--- src/rtl/mult_pkg.sv ---
// Shared definitions for the multiplier datapath and its downstream accumulation stages.
package mult_pkg;

    localparam int PROD_W_DEF = 8;
    localparam int ACC_W_DEF  = 12;
    localparam int COUNT_DEF  = 8;

    typedef enum logic [1:0] {
        ST_IDLE  = 2'd0,
        ST_ACCUM = 2'd1,
        ST_HOLD  = 2'd2
    } state_t;

    // Sample counter must be able to hold COUNT itself.
    function automatic int cnt_width(input int count);
        return $clog2(count + 1);
    endfunction

endpackage

--- src/rtl/sat_adder.sv ---
// Unsigned adder that clamps to all-ones on carry out and reports the clamp.
module sat_adder #(
    parameter int ACC_W = 12
) (
    input  logic [ACC_W-1:0] a,
    input  logic [ACC_W-1:0] b,
    output logic [ACC_W-1:0] sum,
    output logic             overflow
);

    logic [ACC_W:0] sum_wide;

    always_comb begin
        sum_wide = {1'b0, a} + {1'b0, b};
        overflow = sum_wide[ACC_W];
        sum      = sum_wide[ACC_W] ? {ACC_W{1'b1}} : sum_wide[ACC_W-1:0];
    end

endmodule

--- src/rtl/product_accumulator.sv ---
// Sums frames of COUNT multiplier products into a saturating total with valid/ready on both sides.
//
// state    | meaning
// ST_IDLE  | no sample of the current frame accepted yet
// ST_ACCUM | 1..COUNT-1 samples accepted
// ST_HOLD  | frame total presented, waiting for out_ready
module product_accumulator
    import mult_pkg::*;
#(
    parameter int PROD_W = PROD_W_DEF,
    parameter int ACC_W  = ACC_W_DEF,
    parameter int COUNT  = COUNT_DEF
) (
    input  logic              clk,
    input  logic              rst_n,
    input  logic              clear,
    input  logic              in_valid,
    output logic              in_ready,
    input  logic [PROD_W-1:0] in_product,
    output logic              out_valid,
    input  logic              out_ready,
    output logic [ACC_W-1:0]  out_sum,
    output logic              out_overflow,
    output logic              busy
);

    localparam int            CW       = cnt_width(COUNT);
    localparam logic [CW-1:0] CNT_LAST = CW'(COUNT);

    state_t            state;
    logic [ACC_W-1:0]  acc;
    logic [CW-1:0]     cnt;
    logic              acc_ovf;

    logic              accept;
    logic [CW-1:0]     cnt_nxt;
    logic [ACC_W-1:0]  add_a;
    logic [ACC_W-1:0]  add_b;
    logic [ACC_W-1:0]  add_sum;
    logic              add_ovf;
    logic              ovf_nxt;

    assign in_ready = !clear && (state != ST_HOLD);
    assign accept   = in_valid && in_ready;
    assign busy     = (state != ST_IDLE);
    assign cnt_nxt  = cnt + CW'(1);

    // Starting a frame adds into zero, so IDLE and ACCUM share the adder path.
    assign add_a   = (state == ST_IDLE) ? '0 : acc;
    assign add_b   = ACC_W'(in_product);
    assign ovf_nxt = acc_ovf | add_ovf;

    sat_adder #(
        .ACC_W(ACC_W)
    ) u_sat_adder (
        .a        (add_a),
        .b        (add_b),
        .sum      (add_sum),
        .overflow (add_ovf)
    );

    always_ff @(posedge clk or negedge rst_n) begin
        if (!rst_n) begin
            state        <= ST_IDLE;
            acc          <= '0;
            cnt          <= '0;
            acc_ovf      <= 1'b0;
            out_valid    <= 1'b0;
            out_sum      <= '0;
            out_overflow <= 1'b0;
        end else if (clear) begin
            state        <= ST_IDLE;
            acc          <= '0;
            cnt          <= '0;
            acc_ovf      <= 1'b0;
            out_valid    <= 1'b0;
            out_sum      <= '0;
            out_overflow <= 1'b0;
        end else begin
            case (state)
                ST_IDLE, ST_ACCUM: begin
                    if (accept) begin
                        acc     <= add_sum;
                        cnt     <= cnt_nxt;
                        acc_ovf <= ovf_nxt;
                        if (cnt_nxt == CNT_LAST) begin
                            state        <= ST_HOLD;
                            out_valid    <= 1'b1;
                            out_sum      <= add_sum;
                            out_overflow <= ovf_nxt;
                        end else begin
                            state <= ST_ACCUM;
                        end
                    end
                end
                ST_HOLD: begin
                    if (out_ready) begin
                        state        <= ST_IDLE;
                        acc          <= '0;
                        cnt          <= '0;
                        acc_ovf      <= 1'b0;
                        out_valid    <= 1'b0;
                        out_sum      <= '0;
                        out_overflow <= 1'b0;
                    end
                end
                default: begin
                    state        <= ST_IDLE;
                    acc          <= '0;
                    cnt          <= '0;
                    acc_ovf      <= 1'b0;
                    out_valid    <= 1'b0;
                    out_sum      <= '0;
                    out_overflow <= 1'b0;
                end
            endcase
        end
    end

endmodule
--- config.mk ---
export PLATFORM = sky130hd
export DESIGN_NAME = product_accumulator
export DESIGN_NICKNAME = d
export VERILOG_FILES = /design/src/rtl/mult_pkg.sv /design/src/rtl/sat_adder.sv /design/src/rtl/product_accumulator.sv
export SDC_FILE = /design/constraint.sdc
export NUM_CORES = 1
export LEC_CHECK = 0
export BUFFER_PORTS_ARGS = -buffer_cell sky130_fd_sc_hd__buf_2
export CORE_MARGIN = 8
export CORE_UTILIZATION = 50
export DETAILED_ROUTE_END_ITERATION = 12
export HOLD_SLACK_MARGIN = 0.06
export PLACE_DENSITY_LB_ADDON = 0.05
export SYNTH_ARGS = -nofsm -noshare
export SYNTH_HDL_FRONTEND = slang
export SYNTH_SLANG_ARGS = --single-unit
--- constraint.sdc ---
create_clock -name clk -period 2.7 [get_ports clk]
set_input_delay 0.54 -clock clk [delete_from_list [all_inputs] [get_ports clk]]
set_output_delay 0.54 -clock clk [all_outputs]
set_load 0.01 [all_outputs]
==> results of run 1 <==
-- final cells by class --
cell class	count	area share
flip-flops and latches	33	0.356
clock buffers	7	0.0373
well taps	48	0.0259
inverters	2	0.00432
repair buffers	38	0.0929
clock inverters	1	0.0130
multi-input cells	157	0.470
-- through the flow --
step           power, mW  TNS (ps)  instances  hold slack (ps)
2_1_floorplan      0.648      -153        198              244
3_3_place_gp       0.708         0        274              457
6_report            1.20         0        286              305
3_5_place_dp       0.713         0        274              465
5_1_grt             1.25      -268        286              367
4_1_cts             1.19         0        282              323
-- sequential cells by signal, indices dropped and copies added (netlist names) --
register and count:
acc 12, acc_ovf 1, cnt 4, out_overflow 1
out_sum 12, out_valid 1, state 2
-- cells in the mapped netlist, drive strengths merged, types with 2 or more instances --
master,instances,area share
dfrtp,33,0.44
inv,2,0.0040
mux2i,2,0.011
ha,9,0.061
nand2b,2,0.0067
a31oi,2,0.0067
and2,10,0.034
a221oi,2,0.016
o211ai,2,0.0081
clkbuf,5,0.010
nand3,2,0.0054
o21ai,28,0.075
xnor2,5,0.024
and3,3,0.010
a21oi,7,0.019
nand2,32,0.065
nor2,16,0.032
o31ai,3,0.015
a21o,4,0.016
xor2,4,0.019
o22ai,2,0.0067
nor3,3,0.011
buf,2,0.0087
a22o,4,0.019
o21bai,3,0.014
nor2b,2,0.0067
-- critical path, delay by kind of cell (launching register included) --
family / cells / cell delay (ps)
AND/OR/NAND/NOR: 2 / 360
adder cells (fa/ha/maj): 1 / 310
multiplexers: 1 / 370
buffers and inverters: 1 / 60
flip-flops: 1 / 410
AO/OA/AOI/OAI: 5 / 1000
-- power by group --
part | switching [mW] | total [mW] | internal, mW
combinational | 0.114 | 0.198 | 0.0840
sequential | 0.0114 | 0.522 | 0.510
clock | 0.177 | 0.477 | 0.301
total | 0.302 | 1.20 | 0.895
-- per-layer routing --
layer | global-route usage | part of all wire | wire, um | vias to the layer above
li1 | - | - | - | 779
met1 | 0.185 | 0.46 | 2060 | 779
met2 | 0.246 | 0.48 | 2150 | 46
met3 | 0.0455 | 0.055 | 249 | 4
met4 | 0.0453 | 0.0080 | 36 | 0
met5 | 0 | 0 | 0 | -
-- repair_timing --
| item | 4_1_cts | 5_1_grt |
|---|---|---|
| setup endpoints to repair | 0 | 24 |
| resized for setup | 0 | 16 |
| setup buffers | 0 | 3 |
-- placed cells by master (no fill, tap or decap), types with 2 or more instances in the layout --
cell type and instances:
o211ai_1 2, clkbuf_8 6, a31oi_1 2, a21oi_1 6, nand2b_1 2, buf_2 28
buf_4 10, ha_1 8, a21o_1 4, nand3_1 2, dfrtp_1 33, o21ai_1 5
nand2_1 32, nor2_2 10, nor2b_1 2, nor3_4 2, mux2i_1 2, xnor2_1 5
nor3_1 2, a22o_1 4, o21bai_1 2, and3_1 3, o22ai_1 2, and2_1 8
nor2_1 5, o31ai_1 2, xor2_1 4, o21ai_0 23
-- logic make-up (layout without fill, tap and decap cells) --
group,Yosys count,after routing
buffers and inverters,9,48
flip-flops,33,33
XOR/XNOR,9,9
AO/OA/AOI/OAI,63,63
AND/OR/NAND/NOR,71,72
adder cells (fa/ha/maj),10,10
multiplexers,3,3
-- final timing paths --
kind / from / endpoint / slack (ps) / cells past startpoint
setup / recovery: state[1]$_DFFE_PN0P_ / acc[11]$_DFFE_PN0P_ / 70 / 10
hold / removal: rst_n / out_sum[8]$_DFFE_PN0P_ / 300 / 1
setup reg to reg: state[1]$_DFFE_PN0P_ / acc[11]$_DFFE_PN0P_ / 70 / 10
hold reg to reg: out_sum[1]$_DFFE_PN0P_ / out_sum[1]$_DFFE_PN0P_ / 480 / 2
max in group asynchronous: rst_n / acc[2]$_DFFE_PN0P_ / 1930 / 1
min in group clk: out_ready / state[1]$_DFFE_PN0P_ / 460 / 2
==> flow_summary.json, run 1 <==
{
  "status": "finished, final reports clean",
  "vias_per_cell": 5.62,
  "worstSetupEndpointType": "flop",
  "async_flop_share": 1.00,
  "core.rowCount": 22,
  "die_w_um": 77.0,
  "multiInputGateArea_um2": 1090,
  "cts_max_level": 2,
  "port_buffers": 28,
  "setup_viol": 0,
  "synth_warnings": 0,
  "post-place-ws_ps": 42.0,
  "slew-limit-headroom": 0.522,
  "syn2layout_area_growth_pct": 24.6,
  "drv_cap": 0,
  "avgSynthCellArea_um2": 9.39,
  "synthFlopType": "dfrtp_1",
  "crit_type": "reg2reg",
  "overflow": 0,
  "fin_area_um2": 2320,
  "crit_chain": "nor2_4 -> inv_4 -> and2_1 -> ha_1 -> a211oi_1 -> o21bai_2 -> o211ai_1 -> mux2_2 -> a221oi_2 -> o21ai_1",
  "ant_nets": 0,
  "drt_iter0_markers": 88,
  "fin_util": 0.643,
  "synth_fa_ha_area_frac": 0.0713,
  "layout-drive-gt1-share": 0.294,
  "dp_hpwl_mm": 3.34,
  "cts-root-buf": "clkbuf_8",
  "powerDensity_nw_per_um2": 517,
  "nNetsFinal": 260,
  "grt_usage": 0.150,
  "period_needed_ps": 2630,
  "synthMuxAreaShare": 0.0168,
  "synth-simple-area-share": 0.174,
  "cp_slowest_stage_delay_ps": 410,
  "seq_area_um2": 826,
  "hold_class": "in2async",
  "fmax_mhz": 381,
  "synth_xor_xnor_area_share": 0.0424,
  "synth-edff-count": 0,
  "cpMaxStageDelayCell": "dfrtp_1",
  "grt_max_degree": 34,
  "final_max_slew_viol_count": 0,
  "nFillCells": 333,
  "ir_drop_v": 0.000353,
  "die_h_um": 77.0,
  "setup_ws_ps": 71.9,
  "num_vias": 1608,
  "placed_cell_area_um2": 2110,
  "worstPathMaxFanout": 8,
  "cts_inserted_buffers": 5,
  "leakagePower_nw": 1.14,
  "yosysSeqAreaShare": 0.444,
  "ys_types": 41,
  "rsz0062_at_grt": "true",
  "ios": 29,
  "clock_path_buffers": 2,
  "layout_worst_path_cycle_share": 0.973,
  "syn-cell-area_um2": 1860,
  "post_drt_wl_per_cell_um": 15.7,
  "routed_wl_mm": 4.49,
  "holdBufCountCts": 0,
  "cts.sink_count": 33,
  "clk_latency_ps": 290,
  "dr.pass1.iters": 4,
  "coreArea_um2": 3610,
  "worst_pin_slew_ps": 718,
  "synth_compound_area_frac": 0.228,
  "ys_ff_latch": 33,
  "path_clk_slew_ps": 70,
  "grt_pass1_vias": 1590,
  "synth_top_family_by_area": "compound AO/OA/AOI/OAI gates",
  "cts_tree": "built",
  "start_util": 0.516,
  "antenna_found_initial": 0,
  "worst_clock_skew_ps": 8.61,
  "syn_inst": 198,
  "critPathRequiredTime_ps": 2860,
  "place_congestion": 0.793,
  "worstPathArrival_ps": 2790,
  "start_kind": "flop",
  "dieArea_um2": 5930,
  "hold_violations": 0,
  "antenna_cells": 0,
  "synth_nets": 221,
  "drc": 0,
  "grt_pass1_wl_mm": 7.29
}
Power figures use the tool's default switching activity.
==> inputs of run 2 (changes only) <==
--- a/config.mk
+++ b/config.mk
@@ -10,7 +10,9 @@
 export CORE_UTILIZATION = 50
 export DETAILED_ROUTE_END_ITERATION = 12
 export HOLD_SLACK_MARGIN = 0.06
+export MAX_ROUTING_LAYER = met4
 export PLACE_DENSITY_LB_ADDON = 0.05
+export SLEW_MARGIN = 40
 export SYNTH_ARGS = -nofsm -noshare
 export SYNTH_HDL_FRONTEND = slang
 export SYNTH_SLANG_ARGS = --single-unit
==> run 2 against run 1 <==
Setup slack got worse by 16 ps. Clock-buffer cell count is the same. Die area stayed put. Core utilization grew 0.42 points. Sequential share of layout area down 0.23 points. Hold slack worse by 92 ps. Final cell count grew 0.35%. Wire length increased by 0.22%. Critical path depth stayed put. Non-clock buffer count grew 1. Via count stayed put. Sequential cell count stayed put.
==> flow_summary.json, run 2 (synthesis gave the netlist of run 1 again) <==
{
  "coreArea_um2": 3610,
  "final_cell_mix": "dfrtp_1 (33), nand2_1 (32), buf_2 (28), o21ai_0 (23)",
  "seq_area_um2": 826,
  "layout-drive-gt1-share": 0.297,
  "period_needed_ps": 2640,
  "clk_latency_ps": 280,
  "die_w_um": 77.0,
  "status": "finished, final reports clean",
  "num_vias": 1608,
  "vias_per_cell": 5.60,
  "powerDensity_nw_per_um2": 514,
  "final-instance-count-excl-fill": 287,
  "cts-root-buf": "clkbuf_8",
  "cts.sink_count": 33,
  "critPathRequiredTime_ps": 2860,
  "grt_usage": 0.155,
  "multiInputGateArea_um2": 1090,
  "core.rowCount": 22,
  "fmax_mhz": 378,
  "clock_path_buffers": 2,
  "cts_inserted_buffers": 5,
  "ant_nets": 0,
  "ios": 29,
  "leakagePower_nw": 1.15,
  "antenna_found_initial": 0,
  "dr.pass1.iters": 6,
  "post_drt_wl_per_cell_um": 15.7,
  "slew-limit-headroom": 0.638,
  "start_util": 0.516,
  "hold_violations": 0,
  "nNetsFinal": 261,
  "cp_slowest_stage_delay_ps": 410,
  "syn2layout_area_growth_pct": 25.4,
  "final_common_cell": "dfrtp_1",
  "placedCellCount": 274,
  "routed_wl_mm": 4.50,
  "worstPathArrival_ps": 2800,
  "crit_chain": "nor2_4 -> inv_4 -> and2_1 -> ha_1 -> a211oi_1 -> o21bai_2 -> o211ai_1 -> mux2_2 -> a221oi_2 -> o21ai_1",
  "layout_worst_path_cycle_share": 0.979,
  "drc": 0,
  "cpMaxStageDelayCell": "dfrtp_1",
  "overflow": 0,
  "ir_drop_v": 0.000356,
  "tns_ps": 0,
  "nFillCells": 330,
  "dp_hpwl_mm": 3.34,
  "fin_area_um2": 2330,
  "antenna_cells": 0,
  "cts_tree": "built",
  "rsz0062_at_grt": "true",
  "worstSetupEndpointType": "flop",
  "worst_clock_skew_ps": 5.49,
  "port_buffers": 28,
  "grt_max_degree": 34,
  "setup_viol": 0,
  "drv_cap": 0,
  "start_kind": "flop",
  "place_congestion": 0.804,
  "die_h_um": 77.0,
  "grt_pass1_vias": 1581,
  "worst_pin_slew_ps": 540,
  "final_max_slew_viol_count": 0,
  "hold_class": "in2async",
  "reg.largest.list": "acc: 12 flops, out_sum: 12 flops, cnt: 4 flops",
  "placed_cell_area_um2": 2110,
  "grt_pass1_wl_mm": 7.31,
  "cts_max_level": 2,
  "dieArea_um2": 5930,
  "path_clk_slew_ps": 70,
  "drt_iter0_markers": 73,
  "fin_util": 0.647,
  "crit_type": "reg2reg",
  "worstPathMaxFanout": 8,
  "timing.hold.ws_ps": 213
}
## run 2: cell count changes in the layout (fill, tap and decap cells not counted), sizes merged
cell,delta
buf,+1
## run 2: worst paths after layout
kind	from	end	slack, ps	cells after the start
worst max-delay path	state[1]$_DFFE_PN0P_	acc[11]$_DFFE_PN0P_	60	10
worst min-delay path	rst_n	out_sum[8]$_DFFE_PN0P_	210	1
worst max register to register	state[1]$_DFFE_PN0P_	acc[11]$_DFFE_PN0P_	60	10
worst min register to register	out_sum[1]$_DFFE_PN0P_	out_sum[1]$_DFFE_PN0P_	480	2
max in group asynchronous	rst_n	acc[2]$_DFFE_PN0P_	2030	2
min in group clk	out_ready	state[1]$_DFFE_PN0P_	460	2
## run 2: final cells by class
| cell class | instances | share of cell area |
|---|---|---|
| multi-input cells | 157 | 0.467 |
| flip-flops and latches | 33 | 0.354 |
| inverters | 2 | 0.00429 |
| repair buffers | 39 | 0.0987 |
| clock buffers | 7 | 0.0370 |
| well taps | 48 | 0.0258 |
| clock inverters | 1 | 0.0129 |
## run 2: stage by stage
| stage | total power [mW] | setup WS, ps |
|---|---|---|
| after detailed placement | 0.713 | 42.0 |
| after global routing | 1.25 | -101 |
| after global placement | 0.708 | 110 |
| after CTS | 1.19 | 44.3 |
| final | 1.20 | 56.0 |
| after floorplan | 0.648 | -62.9 |
## run 2: power by group
group	internal (mW)	leakage, nW	switching [mW]	total [mW]
combinational	0.0859	0.639	0.115	0.200
clock	0.301	0.0585	0.175	0.476
sequential	0.510	0.452	0.0113	0.522
## run 2: routing by layer
metal | part of all wire | wire length, um | vias up | GRT usage
met2 | 0.48 | 2170 | 38 | 0.246
met3 | 0.047 | 212 | 4 | 0.0466
met5 | 0 | 0 | - | -
li1 | - | - | 783 | -
met4 | 0.0080 | 36 | 0 | 0.0453
met1 | 0.46 | 2090 | 783 | 0.187
## run 2: repair_timing
| item | CTS | global route |
|---|---|---|
| endpoints found under the setup margin | 0 | 24 |
| gates resized for setup | 0 | 16 |
| buffers inserted | 0 | 3 |
| hold buffers | 0 | 0 |
## run 2: worst max-delay path, delay by kind of cell, from the launching register on
kind | cells | cell delay [ps]
compound gates | 5 | 1000
fa+ha+maj | 1 | 310
mux | 1 | 380
buf+inv | 1 | 60
flops | 1 | 410
simple gates | 2 | 360
